File: src/rtl/uart_pkg.sv
// Shared UART types: parity mode and transmitter FSM state.
// The parametrised receiver will import these as well.
package uart_pkg;

    typedef enum logic [1:0] {
        PAR_NONE,
        PAR_ODD,
        PAR_EVEN
    } parity_t;

    typedef enum logic [2:0] {
        IDLE,
        START,
        DATA,
        PAR,
        STOP
    } tx_state_t;

    // Data must be zero-extended so that unused upper bits do not disturb the XOR.
    function automatic logic parity_bit(input parity_t mode, input logic [7:0] data);
        logic even;
        even = ^data;
        return (mode == PAR_ODD) ? ~even : even;
    endfunction

endpackage

File: src/rtl/sync_fifo.sv
// Single-clock FIFO with show-ahead read data and an occupancy count.
// Pushes while full and pops while empty are ignored.
module sync_fifo #(
    parameter int WIDTH = 8,
    parameter int DEPTH = 4
) (
    input  logic                       clk,
    input  logic                       rst,
    input  logic                       push,
    input  logic [WIDTH-1:0]           wdata,
    input  logic                       pop,
    output logic [WIDTH-1:0]           rdata,
    output logic                       full,
    output logic                       empty,
    output logic [$clog2(DEPTH+1)-1:0] count
);

    localparam int PW = $clog2(DEPTH);
    localparam int CW = $clog2(DEPTH+1);

    logic [WIDTH-1:0] mem [DEPTH];
    logic [PW-1:0]    wr_ptr_q, wr_ptr_d;
    logic [PW-1:0]    rd_ptr_q, rd_ptr_d;
    logic [CW-1:0]    count_q, count_d;
    logic             push_ok;
    logic             pop_ok;

    assign full    = (count_q == CW'(DEPTH));
    assign empty   = (count_q == '0);
    assign push_ok = push && !full;
    assign pop_ok  = pop && !empty;
    assign rdata   = mem[rd_ptr_q];
    assign count   = count_q;

    always_comb begin
        wr_ptr_d = wr_ptr_q;
        rd_ptr_d = rd_ptr_q;
        count_d  = count_q;
        if (push_ok) begin
            wr_ptr_d = wr_ptr_q + 1'b1;
        end
        if (pop_ok) begin
            rd_ptr_d = rd_ptr_q + 1'b1;
        end
        case ({push_ok, pop_ok})
            2'b10:   count_d = count_q + 1'b1;
            2'b01:   count_d = count_q - 1'b1;
            default: count_d = count_q;
        endcase
    end

    always_ff @(posedge clk) begin
        if (rst) begin
            wr_ptr_q <= '0;
            rd_ptr_q <= '0;
            count_q  <= '0;
        end else begin
            wr_ptr_q <= wr_ptr_d;
            rd_ptr_q <= rd_ptr_d;
            count_q  <= count_d;
        end
    end

    // Storage needs no reset: the pointers and count define what is valid.
    always_ff @(posedge clk) begin
        if (push_ok) begin
            mem[wr_ptr_q] <= wdata;
        end
    end

endmodule

File: src/rtl/uart_tx_frame_fifo.sv
// Buffered UART transmitter: FIFO-fed frame FSM with baud counter, LSB-first data,
// optional parity and 1-2 stop bits; queued words are sent back-to-back.
//   state | meaning
//   IDLE  | line high, waiting for a queued word
//   START | start bit (0)
//   DATA  | data bits, LSB first
//   PAR   | parity bit
//   STOP  | stop bit(s) (1)
module uart_tx_frame_fifo
    import uart_pkg::*;
#(
    parameter int      CLK_SPEED  = 100_000_000,
    parameter int      BAUD_RATE  = 625000,
    parameter int      COUNT_DIV  = CLK_SPEED / BAUD_RATE,
    parameter int      DATA_BITS  = 8,
    parameter parity_t PARITY     = PAR_NONE,
    parameter int      STOP_BITS  = 1,
    parameter int      FIFO_DEPTH = 4
) (
    input  logic                            clk,
    input  logic                            rst,
    input  logic [DATA_BITS-1:0]            data_in,
    input  logic                            valid_in,
    output logic                            ready,
    output logic                            serial_out,
    output logic                            busy,
    output logic [$clog2(FIFO_DEPTH+1)-1:0] fifo_count
);

    localparam int             BW        = (COUNT_DIV > 2) ? $clog2(COUNT_DIV) : 1;
    localparam logic [BW-1:0]  BAUD_LAST = BW'(COUNT_DIV - 1);
    localparam logic [2:0]     DATA_LAST = 3'(DATA_BITS - 1);
    localparam logic [2:0]     STOP_LAST = 3'(STOP_BITS - 1);

    tx_state_t             state_q, state_d;
    logic [BW-1:0]         baud_q, baud_d;
    logic [2:0]            bit_q, bit_d;
    logic [DATA_BITS-1:0]  data_q, data_d;
    logic                  serial_q, serial_d;

    logic                  fifo_full;
    logic                  fifo_empty;
    logic                  fifo_pop;
    logic [DATA_BITS-1:0]  fifo_rdata;
    logic                  bit_end;

    // ready comes from the registered count, so a pop in the same cycle
    // never opens a slot for a push while full.
    assign ready = !fifo_full;
    assign busy  = (state_q != IDLE);

    sync_fifo #(
        .WIDTH (DATA_BITS),
        .DEPTH (FIFO_DEPTH)
    ) u_fifo (
        .clk   (clk),
        .rst   (rst),
        .push  (valid_in && ready),
        .wdata (data_in),
        .pop   (fifo_pop),
        .rdata (fifo_rdata),
        .full  (fifo_full),
        .empty (fifo_empty),
        .count (fifo_count)
    );

    assign bit_end = (baud_q == BAUD_LAST);

    always_comb begin
        state_d  = state_q;
        baud_d   = baud_q;
        bit_d    = bit_q;
        data_d   = data_q;
        fifo_pop = 1'b0;

        if (state_q != IDLE) begin
            baud_d = bit_end ? '0 : baud_q + 1'b1;
        end

        case (state_q)
            IDLE: begin
                if (!fifo_empty) begin
                    state_d  = START;
                    fifo_pop = 1'b1;
                    data_d   = fifo_rdata;
                end
            end
            START: begin
                if (bit_end) begin
                    state_d = DATA;
                end
            end
            DATA: begin
                if (bit_end) begin
                    if (bit_q == DATA_LAST) begin
                        state_d = (PARITY == PAR_NONE) ? STOP : PAR;
                    end else begin
                        bit_d = bit_q + 1'b1;
                    end
                end
            end
            PAR: begin
                if (bit_end) begin
                    state_d = STOP;
                end
            end
            STOP: begin
                if (bit_end) begin
                    if (bit_q == STOP_LAST) begin
                        if (!fifo_empty) begin
                            state_d  = START;
                            fifo_pop = 1'b1;
                            data_d   = fifo_rdata;
                        end else begin
                            state_d = IDLE;
                        end
                    end else begin
                        bit_d = bit_q + 1'b1;
                    end
                end
            end
            default: begin
                state_d = IDLE;
            end
        endcase

        if (state_d != state_q) begin
            bit_d = '0;
        end
    end

    // The line is registered from the next state so it changes on the same
    // edge as the FSM, keeping every bit exactly COUNT_DIV cycles long.
    always_comb begin
        serial_d = 1'b1;
        case (state_d)
            START:   serial_d = 1'b0;
            DATA:    serial_d = data_d[bit_d];
            PAR:     serial_d = parity_bit(PARITY, 8'(data_d));
            default: serial_d = 1'b1;
        endcase
    end

    always_ff @(posedge clk) begin
        if (rst) begin
            state_q  <= IDLE;
            baud_q   <= '0;
            bit_q    <= '0;
            data_q   <= '0;
            serial_q <= 1'b1;
        end else begin
            state_q  <= state_d;
            baud_q   <= baud_d;
            bit_q    <= bit_d;
            data_q   <= data_d;
            serial_q <= serial_d;
        end
    end

    assign serial_out = serial_q;

endmodule

File: config.mk
export PLATFORM = sky130hd
export DESIGN_NAME = uart_tx_frame_fifo
export DESIGN_NICKNAME = d
export VERILOG_FILES = /design/src/rtl/uart_pkg.sv /design/src/rtl/sync_fifo.sv /design/src/rtl/uart_tx_frame_fifo.sv
export SDC_FILE = /design/constraint.sdc
export NUM_CORES = 1
export LEC_CHECK = 0
export BUFFER_PORTS_ARGS = -buffer_cell sky130_fd_sc_hd__buf_4
export CORE_MARGIN = 2
export CORE_UTILIZATION = 25
export DETAILED_ROUTE_END_ITERATION = 8
export GPL_TIMING_DRIVEN = 0
export PLACE_DENSITY = 0.49
export REMOVE_ABC_BUFFERS = 1
export SLEW_MARGIN = 20
export SYNTH_ARGS = -nofsm -noshare
export SYNTH_HDL_FRONTEND = slang
export SYNTH_HIERARCHICAL = 1
export SYNTH_SLANG_ARGS = --single-unit
export TNS_END_PERCENT = 50
File: constraint.sdc
create_clock -name clk -period 3.8 [get_ports clk]
set_input_delay 0.57 -clock clk [delete_from_list [all_inputs] [get_ports clk]]
set_output_delay 0.57 -clock clk [all_outputs]
set_load 0.1 [all_outputs]
After elaboration in Yosys (flattened, before gate mapping)
Memories as Yosys holds them, arrays and structs flattened. A register that Yosys moved wholly into a read port is not among the register bits.
Index checks and enable logic that the tools add are counted.
{ "classes": {"addsub": 6, "magnitude_cmp": 1, "eq_ne": 13, "mux": 32, "reduce_logical": 11} }
{ "ops": {"columns": ["operator", "n"], "rows": [
  ["3-bit two-way mux", 12],
  ["8-bit two-way mux", 4],
  ["8-bit case mux with 2 select lines", 1],
  ["3-bit case mux with 5 select lines", 1],
  ["3-bit by 2-bit equality test with 1-bit output, second input constant", 4],
  ["3-bit case mux with 2 select lines", 2],
  ["3-bit equality test, second input constant", 3],
  ["3-bit logical NOT", 3],
  ["8-bit by 1-bit adder with 8-bit output, second input constant", 1],
  ["8-bit equality test, second input constant", 1],
  ["8-bit parity", 1],
  ["1-bit two-way mux", 7],
  ["3-bit by 1-bit adder with 3-bit output, second input constant", 2],
  ["3-bit by 1-bit equality test with 1-bit output, second input constant", 2],
  ["2-bit by 1-bit adder with 2-bit output, second input constant", 2],
  ["3-bit by 4-bit less-than comparator with 1-bit output, second input constant", 1],
  ["2-bit two-way mux", 2],
  ["1-bit binary-select mux with 3-bit select", 1],
  ["1-bit logical AND", 3],
  ["3-bit != test", 1],
  ["1-bit case mux with 3 select lines", 1],
  ["3-bit nonzero test", 1],
  ["3-bit by 1-bit subtractor with 3-bit output, second input constant", 1],
  ["2-bit by 1-bit equality test with 1-bit output, second input constant", 1],
  ["other kinds (4)", 5]
]} }
{ "totals": {"ff_bits": 30, "mem_bits_rw": 32, "inputBits": 11, "out_inout_bits": 6, "word_cells": 72, "mem_count": 1} }
{ "mem_list": {"columns": ["memory", "depth", "width", "read_ports", "rd_ports_with_merged_regs", "write_ports", "line_no", "source"], "rows": [
  ["u_fifo.mem", 4, 8, 1, 1, 1, "sync_fifo.sv:21", "logic [WIDTH-1:0] mem [DEPTH];"]
]} }

Depth between registers and ports, before layout
Gate-level depths: netlist of the first run.
{ "depth": {"depth_word": 10, "depth_mapped": 15, "ltp_nobuf": 13} }

Cells and area by module
Netlist of the first run, hierarchy kept.
{ "modules_own_cells": {"columns": ["module", "n_inst", "cells_each", "area_each_um2", "seq_area_each_um2"], "rows": [
  ["sync_fifo", 1, 96, 1635.3, 1141.1],
  ["uart_tx_frame_fifo", 1, 170, 1427.6, 460.4]
]} }

Worst setup path after synthesis of the first run
OpenSTA, ideal clock, no wires.
{ "synth_path": {"kind": "reg2reg", "from": "reg u_fifo.count_q[1] (netlist: u_fifo/count[1])", "to": "reg u_fifo.count_q[2] (netlist: u_fifo/count[2])", "setup_ns": 0.070, "arrival_ns": 3.315, "path_slack_ns": 0.415, "path_stages_with_launch": 14, "period_less_slack_ns": 3.385, "path_cell_list": "dfxtp_1 -> nor3_2 -> or4_1 -> buf_6 -> inv_6 -> buf_12 -> o31ai_2 -> inv_1 -> ha_1 -> inv_1 -> fa_1 -> xor2_1 -> or3_1 -> a21oi_1"} }
{ "synth_between": {"elab_chain_cells": 8, "elab_cells_between_ends": 17} }
{ "synth_lines": {"columns": ["element", "line_no", "source"], "rows": [
  ["start: declaration", "sync_fifo.sv:24", "logic [CW-1:0] count_q, count_d;"],
  ["start signal: assignment", "sync_fifo.sv:60", "count_q <= count_d;"],
  ["3-bit logical NOT *", "sync_fifo.sv:29", "assign empty = (count_q == '0);"],
  ["net fifo_empty", "uart_tx_frame_fifo.sv:42", "logic fifo_empty;"],
  ["1-bit two-way mux *", "uart_tx_frame_fifo.sv:82, uart_tx_frame_fifo.sv:110", null],
  ["1-bit two-way mux", "uart_tx_frame_fifo.sv:109", "if (bit_q == STOP_LAST) begin"],
  ["1-bit two-way mux", "uart_tx_frame_fifo.sv:108", "if (bit_end) begin"],
  ["1-bit case mux with 2 select lines *", "uart_tx_frame_fifo.sv:80", "case (state_q)"],
  ["net fifo_pop", "uart_tx_frame_fifo.sv:43", "logic fifo_pop;"],
  ["1-bit logical AND *", "sync_fifo.sv:31", "assign pop_ok = pop && !empty;"],
  ["net u_fifo.pop_ok", "sync_fifo.sv:26", "logic pop_ok;"],
  ["2-bit by 1-bit equality test with 1-bit output / 2-bit equality test (equally long branches)", "sync_fifo.sv:45", "case ({push_ok, pop_ok})"],
  ["3-bit case mux with 2 select lines / 2-bit nonzero test (equally long branches)", null, null]
]} }
Mark *: on every way through the listed nets, which the timed path passes. The rest lies on a longest branch.
A chain may end at the register's enable or synchronous reset.

Worst setup path after layout of the first run
{ "layout_path": {"from": "reg baud_q[0]", "to": "reg u_fifo.count_q[2] (netlist: u_fifo/count[2])"} }
{ "layout_between": {"elab_chain_cells": 6, "elab_cells_between_ends": 8} }
{ "layout_lines": {"columns": ["element", "line_no", "source"], "rows": [
  ["start: declaration", "uart_tx_frame_fifo.sv:36", "logic [BW-1:0] baud_q, baud_d;"],
  ["start signal: assignment", "uart_tx_frame_fifo.sv:153", "baud_q <= baud_d;"],
  ["8-bit equality test *", "uart_tx_frame_fifo.sv:67", "assign bit_end = (baud_q == BAUD_LAST);"],
  ["1-bit two-way mux *", "uart_tx_frame_fifo.sv:108", null],
  ["1-bit case mux with 2 select lines *", "uart_tx_frame_fifo.sv:80", null],
  ["1-bit logical AND *", "sync_fifo.sv:31", null],
  ["net u_fifo.pop_ok", "sync_fifo.sv:26", null],
  ["2-bit by 1-bit equality test with 1-bit output / 2-bit equality test (equally long branches)", "sync_fifo.sv:45", null],
  ["3-bit case mux with 2 select lines / 2-bit nonzero test (equally long branches)", null, null]
]} }
Marked as above.

==> results.py, run 1 <==
metrics = {
    "detailed_routing": {
        "num_vias": 1937,
        "avgViaCountPerCell": 4.43,
        "remaining_drc_errors": 0,
        "postRouteWirelength_mm": 5.54,
        "ant_nets": 0,
        "drt-initial-drc-count": 76,
        "wire_per_inst_um": 12.7,
        "drt_pass1_iterations": 4,
    },
    "setup_path": {
        "required_ns": 4.06,
        "r2r-start": "baud_q[0]",
        "cp-start-kind": "flop",
        "arrival_ns": 3.56,
        "crit_path_max_fanout": 12,
        "critPathKind": "reg2reg",
        "cp-end-kind": "flop",
        "timing.critical_path.from": "baud_q[0]",
    },
    "place": {
        "place_inst": 421,
        "gp_congestion": 0.784,
        "dp.final_hpwl_mm": 3.90,
        "port_buffers": 16,
    },
    "finish": {
        "nNetsFinal": 307,
        "drive_above_1_share_pct": 16.6,
        "fin_util_pct": 30.2,
        "syn2layout_area_growth_pct": 18.0,
        "final_cells": 437,
        "insertedDiodeCount": 0,
    },
    "die": {
        "ioPinCount": 17,
        "fp.dieW_um": 115,
        "die_h_um": 115,
        "start_util_pct": 25.6,
        "core_um2": 12000,
        "row_count": 40,
        "dieArea_um2": 13200,
    },
    "sta": {
        "fin_skew_ns": 0.00699,
        "setup_viol": 0,
        "rsz0062_at_grt": "false",
        "final_max_slew_viol_count": 0,
        "fin_tns_setup_ns": 0,
        "finalCritPeriodShare_pct": 86.8,
        "worstMarginPinSlew_ns": 0.570,
        "period_minus_slack_ns": 3.30,
        "relSlewSlack_pct": 61.9,
        "finalHoldViolCount": 0,
        "timing.hold.ws_ns": 0.441,
        "fmax_mhz": 303,
    },
    "cts": {
        "hold_buffers": 0,
        "cts_resized": 0,
        "cts_max_path_buffers": 2,
        "numClockSinks": 64,
        "worstSkewPairLatency_ns": 0.33,
        "h-tree-depth": 3,
        "post_cts_buffers": 0,
        "cts_made_buffers": 9,
        "cts_root_buffer": "clkbuf_16",
        "clk_pin_slew_ns": 0.06,
        "cts_tree": "done",
    },
    "synth": {
        "syn-cell-area_um2": 3060,
        "synth.distinct_cells": 51,
        "synth_top_family_by_area": "simple AND/OR/NAND/NOR gates",
        "synth.largest_area_cell": "edfxtp_1",
        "yosys.area_share.xor_xnor_pct": 6.58,
        "synth_fa_ha_area_share_pct": 4.74,
        "ys_seq_elements": 64,
        "synth_ff_type": "edfxtp_1",
        "synth_edf_count": 32,
        "synth_cells": 266,
        "yosysWarnings": 6,
        "yosysSeqAreaShare_pct": 52.3,
        "synthMuxAreaShare_pct": 9.19,
        "netlist_top_cells_area": "edfxtp_1 (31%), dfxtp_1 (21%), mux4_2 (5.9%)",
        "synth_top_cell_area_share_pct": 31.4,
        "synth_compound_area_share_pct": 8.33,
        "synth-async-reset-ratio_pct": 0,
        "synth-simple-area-share_pct": 14.8,
        "avgSynthCellArea_um2": 11.5,
    },
    "power": {
        "finalPower_w": 0.00274,
        "powerDensity_nw_per_um2": 757,
        "p_leak_nw": 1.29,
        "ir_drop_v": 0.000301,
    },
    "global_routing": {
        "antenna_found_initial": 0,
        "grt_start_max_net_pins": 27,
        "track_usage_pct": 9.26,
        "grt_pass1_vias": 1893,
        "grt_pass1_wl_mm": 9.22,
        "overflow": 0,
    },
    "min_path": {
        "holdCritPathClass": "in2reg",
        "hp-start": "data_in[1]",
    },
    "outcome": {
        "status": "finished clean",
    },
    "flow_run": {
        "maxCapViolations": 0,
    },
}
[cell usage after synthesis (2+ instances only)]
library cell and number:
and2_1 5, clkbuf_1 2, edfxtp_1 32, nor2_1 28, or3_1 4, a31oi_1 3
nor2b_1 6, xor2_1 10, a21oi_1 13, o21ai_0 7, nor3_1 3, or4_1 2
nand4_1 3, nor3b_2 2, ha_1 10, mux4_2 8, nand2_1 17, nand3_1 5
mux2i_1 9, xnor2_1 13, o211ai_1 2, nand2b_1 5, dfxtp_1 32, inv_1 16
buf_1 3
[placed cells by master (no fill, tap or decap), types with 2 or more instances in the layout]
| cell | n |
|---|---|
| a21oi_1 | 13 |
| a31oi_1 | 3 |
| and2_1 | 5 |
| buf_4 | 16 |
| clkbuf_16 | 9 |
| clkinv_4 | 2 |
| dfxtp_1 | 32 |
| edfxtp_1 | 32 |
| ha_1 | 10 |
| inv_1 | 16 |
| inv_6 | 4 |
| mux2i_1 | 9 |
| mux4_2 | 8 |
| nand2_1 | 17 |
| nand2b_1 | 5 |
| nand3_1 | 5 |
| nand4_1 | 3 |
| nor2_1 | 28 |
| nor2b_1 | 6 |
| nor3_1 | 3 |
| nor3b_2 | 2 |
| o211ai_1 | 2 |
| o21ai_0 | 7 |
| or3_1 | 4 |
| or4_1 | 2 |
| xnor2_1 | 13 |
| xor2_1 | 10 |
[power by group]
part / internal (W) / leakage [nW] / switching, W / total [W]
clock: 0.000514 / 0.148 / 0.000318 / 0.000832
combinational: 0.000381 / 0.585 / 0.000580 / 0.000961
sequential: 0.000846 / 0.554 / 0.0000975 / 0.000944
total: 0.00174 / 1.29 / 0.000995 / 0.00274
[flip-flops by register name, summed over array words and instances, names as in the netlist, named ones only]
| signal | count |
|---|---|
| u_fifo/mem | 32 |
| baud_q | 8 |
| data_q | 8 |
| bit_q | 3 |
| state_q | 3 |
| u_fifo/count | 3 |
| u_fifo/rd_ptr_q | 2 |
| u_fifo/wr_ptr_q | 2 |
| serial_out | 1 |
[per-stage QoR]
| step | instance area, um2 | setup WS (ns) |
|---|---|---|
| floorplan | 3010 | 0.404 |
| global placement | 3310 | 0.521 |
| detailed placement | 3310 | 0.475 |
| CTS | 3610 | 0.463 |
| global route | 3610 | 0.259 |
| finish | 3610 | 0.501 |
[cell type report]
| type | instances | area [um2] |
|---|---|---|
| repair buffers | 16 | 120 |
| clock buffers | 9 | 225 |
| fillers | 1197 | 8350 |
| inverters | 17 | 68.8 |
| flip-flops and latches | 64 | 1600 |
| clock inverters | 7 | 77.6 |
| well taps | 147 | 184 |
| multi-input cells | 177 | 1340 |
[kinds of logic after synthesis]
kind of cell,count (synthesis)
AND/OR/NAND/NOR,87
XOR/XNOR,23
buffers and inverters,25
adder cells (fa/ha/maj),11
AO/OA/AOI/OAI,38
multiplexers,18
flip-flops,64
[critical path, stage by stage, from the launching register on]
cell,delay (ns)
dfxtp_1,0.36
ha_1,0.25
and4_4,0.28
a41oi_2,0.13
or4_1,0.63
inv_6,0.21
o31ai_2,0.10
inv_1,0.07
ha_1,0.17
inv_1,0.06
fa_1,0.37
xor2_1,0.16
or3_1,0.30
a21oi_1,0.13
[layer usage]
| layer | vias to the layer above | GRT usage, % | share of wire [%] |
|---|---|---|---|
| met5 | - | 0 | 0 |
| met4 | 0 | 4.31 | 1.4 |
| li1 | 984 | - | - |
| met2 | 27 | 15.0 | 51 |
| met3 | 6 | 3.07 | 2.7 |
| met1 | 920 | 11.1 | 45 |
[final timing paths]
check,endpoint,slack (ns),depth (start not counted)
max reg2reg,u_fifo/count[2],0.50,13
min reg2reg,data_q[0],0.46,2
max,u_fifo/count[2],0.50,13
min,u_fifo/mem[0][1],0.44,1
Note: power is estimated with default switching activity, not from simulation.
==> run 2, diff against run 1 <==
ABC_CLOCK_PERIOD_IN_PS = 3800   (was unset)
RECOVER_POWER = 25   (was unset)
==> results.py, run 2 (synthesis results as in run 1) <==
metrics = {
    "cts": {
        "cts_resized": 0,
        "hold_buffers": 0,
        "clk_pin_slew_ns": 0.06,
        "cts_root_buffer": "clkbuf_16",
        "numClockSinks": 64,
        "worstSkewPairLatency_ns": 0.33,
        "h-tree-depth": 3,
        "cts_tree": "done",
        "post_cts_buffers": 0,
        "cts_max_path_buffers": 2,
        "cts_made_buffers": 9,
    },
    "place": {
        "port_buffers": 16,
        "dp.final_hpwl_mm": 3.90,
        "gp_congestion": 0.784,
        "place_inst": 421,
    },
    "flow_run": {
        "maxCapViolations": 0,
    },
    "finish": {
        "syn2layout_area_growth_pct": 17.0,
        "insertedDiodeCount": 0,
        "top_regs": "u_fifo/mem: 32 flops, baud_q: 8 flops, data_q: 8 flops",
        "most-common-layout-cells": "dfxtp_1 (32), edfxtp_1 (32), nor2_1 (28), nand2_1 (17), inv_1 (16)",
        "final_cells": 437,
        "largest_register_ffs": 32,
        "max_flop_register": "u_fifo/mem",
        "drive_above_1_share_pct": 13.8,
        "filler_cell_count": 1207,
        "nNetsFinal": 307,
    },
    "die": {
        "die_h_um": 115,
        "dieArea_um2": 13200,
        "row_count": 40,
        "core_um2": 12000,
        "ioPinCount": 17,
        "start_util_pct": 25.6,
        "fp.dieW_um": 115,
    },
    "power": {
        "p_leak_nw": 1.26,
        "ir_drop_v": 0.000301,
        "finalPower_w": 0.00273,
        "power.internal_w": 0.00174,
        "p_switching_w": 0.000995,
        "share_comb_of_total_power_pct": 35.1,
        "powerDensity_nw_per_um2": 762,
        "clkPwrFrac_pct": 30.4,
        "pwr-share-seq_pct": 34.5,
        "p_sw_share_pct": 36.4,
    },
    "detailed_routing": {
        "avgViaCountPerCell": 4.41,
        "wire_per_inst_um": 12.7,
        "drt_pass1_iterations": 4,
        "ant_nets": 0,
        "remaining_drc_errors": 0,
        "drt-initial-drc-count": 72,
        "postRouteWirelength_mm": 5.54,
        "num_vias": 1929,
    },
    "sta": {
        "period_minus_slack_ns": 3.30,
        "setup_viol": 0,
        "finalCritPeriodShare_pct": 86.8,
        "fmax_mhz": 303,
        "finalHoldViolCount": 0,
        "relSlewSlack_pct": 62.0,
        "rsz0062_at_grt": "false",
        "final_max_slew_viol_count": 0,
        "worstMarginPinSlew_ns": 0.569,
        "fin_skew_ns": 0.00681,
        "fin_tns_setup_ns": 0,
    },
    "global_routing": {
        "grt_pass1_vias": 1893,
        "antenna_found_initial": 0,
        "track_usage_pct": 9.26,
        "overflow": 0,
        "grt_start_max_net_pins": 27,
        "grt_pass1_wl_mm": 9.22,
    },
    "setup_path": {
        "path_delay_family": "simple AND/OR/NAND/NOR gates",
        "crit_chain": "ha_1 -> and4_4 -> a41oi_2 -> or4_1 -> inv_6 -> o31ai_2 -> inv_1 -> ha_1 -> inv_1 -> fa_1 -> xor2_1 -> or3_1 -> a21oi_1",
        "slowest_delay_ns": 0.63,
        "timing.critical_path.from": "baud_q[0]",
        "crit_buf_inv": 3,
        "required_ns": 4.06,
        "critPathKind": "reg2reg",
        "arrival_ns": 3.56,
        "cp-end-kind": "flop",
        "cp-start-kind": "flop",
        "crit_path_max_fanout": 12,
        "crit_slowest_cell": "or4_1",
        "r2r-start": "baud_q[0]",
    },
    "outcome": {
        "status": "finished clean",
    },
    "min_path": {
        "hp-start": "data_q[0]",
        "holdCritPathClass": "reg2reg",
    },
}
## run 2: cell count changes in the layout (fill, tap and decap cells not counted)
cell / delta
buf_4: -8
clkbuf_1: +8
## run 2: power groups by stage
stage                     combinational [W]  sequential, W  clock (W)
after floorplan                    0.000682        0.00105          0
after global placement             0.000974       0.000958          0
after detailed placement           0.000978       0.000963          0
after CTS                          0.000983       0.000949   0.000853
after global routing                0.00107       0.000964   0.000887
final                              0.000958       0.000944   0.000831
## run 2: area by class of cell
class	instances	area, um2	share of cell area [%]
well taps	147	184	5.13
clock inverters	7	77.6	2.16
inverters	17	68.8	1.92
flip-flops and latches	64	1600	44.7
clock buffers	9	225	6.28
repair buffers	16	90.1	2.51
multi-input cells	177	1340	37.3
## run 2: stage by stage
| stage | utilization (%) | hold slack [ns] | worst slack, ns | area, um2 |
|---|---|---|---|---|
| 3_3_place_gp | 27.7 | 0.448 | 0.521 | 3310 |
| 2_1_floorplan | - | 0.430 | 0.404 | 3010 |
| 3_5_place_dp | 27.7 | 0.461 | 0.475 | 3310 |
| 6_report | 30.0 | 0.461 | 0.501 | 3580 |
| 4_1_cts | 30.2 | 0.427 | 0.463 | 3610 |
| 5_1_grt | 30.0 | 0.509 | 0.259 | 3580 |
## run 2: worst register-to-register path, cell delays in order, from the launching register on
cell and delay [ns]:
dfxtp_1 0.36, ha_1 0.25, and4_4 0.28, a41oi_2 0.13, or4_1 0.63, inv_6 0.21, o31ai_2 0.10, inv_1 0.07
ha_1 0.17, inv_1 0.06, fa_1 0.37, xor2_1 0.16, or3_1 0.30, a21oi_1 0.13
## run 2: metal layers
layer | share of wire, % | up-vias | track usage [%]
met4 | 1.4 | 0 | 4.31
met3 | 2.8 | 6 | 3.07
li1 | - | 983 | -
met2 | 51 | 27 | 15.0
met5 | 0 | - | 0
met1 | 45 | 913 | 11.1
## run 2: path summary, 6_finish.rpt
check        slack [ns]         endpoint  depth (start not counted)
max reg2reg        0.50  u_fifo/count[2]                         13
min reg2reg        0.46        data_q[0]                          2
min                0.46        data_q[0]                          2
max                0.50  u_fifo/count[2]                         13
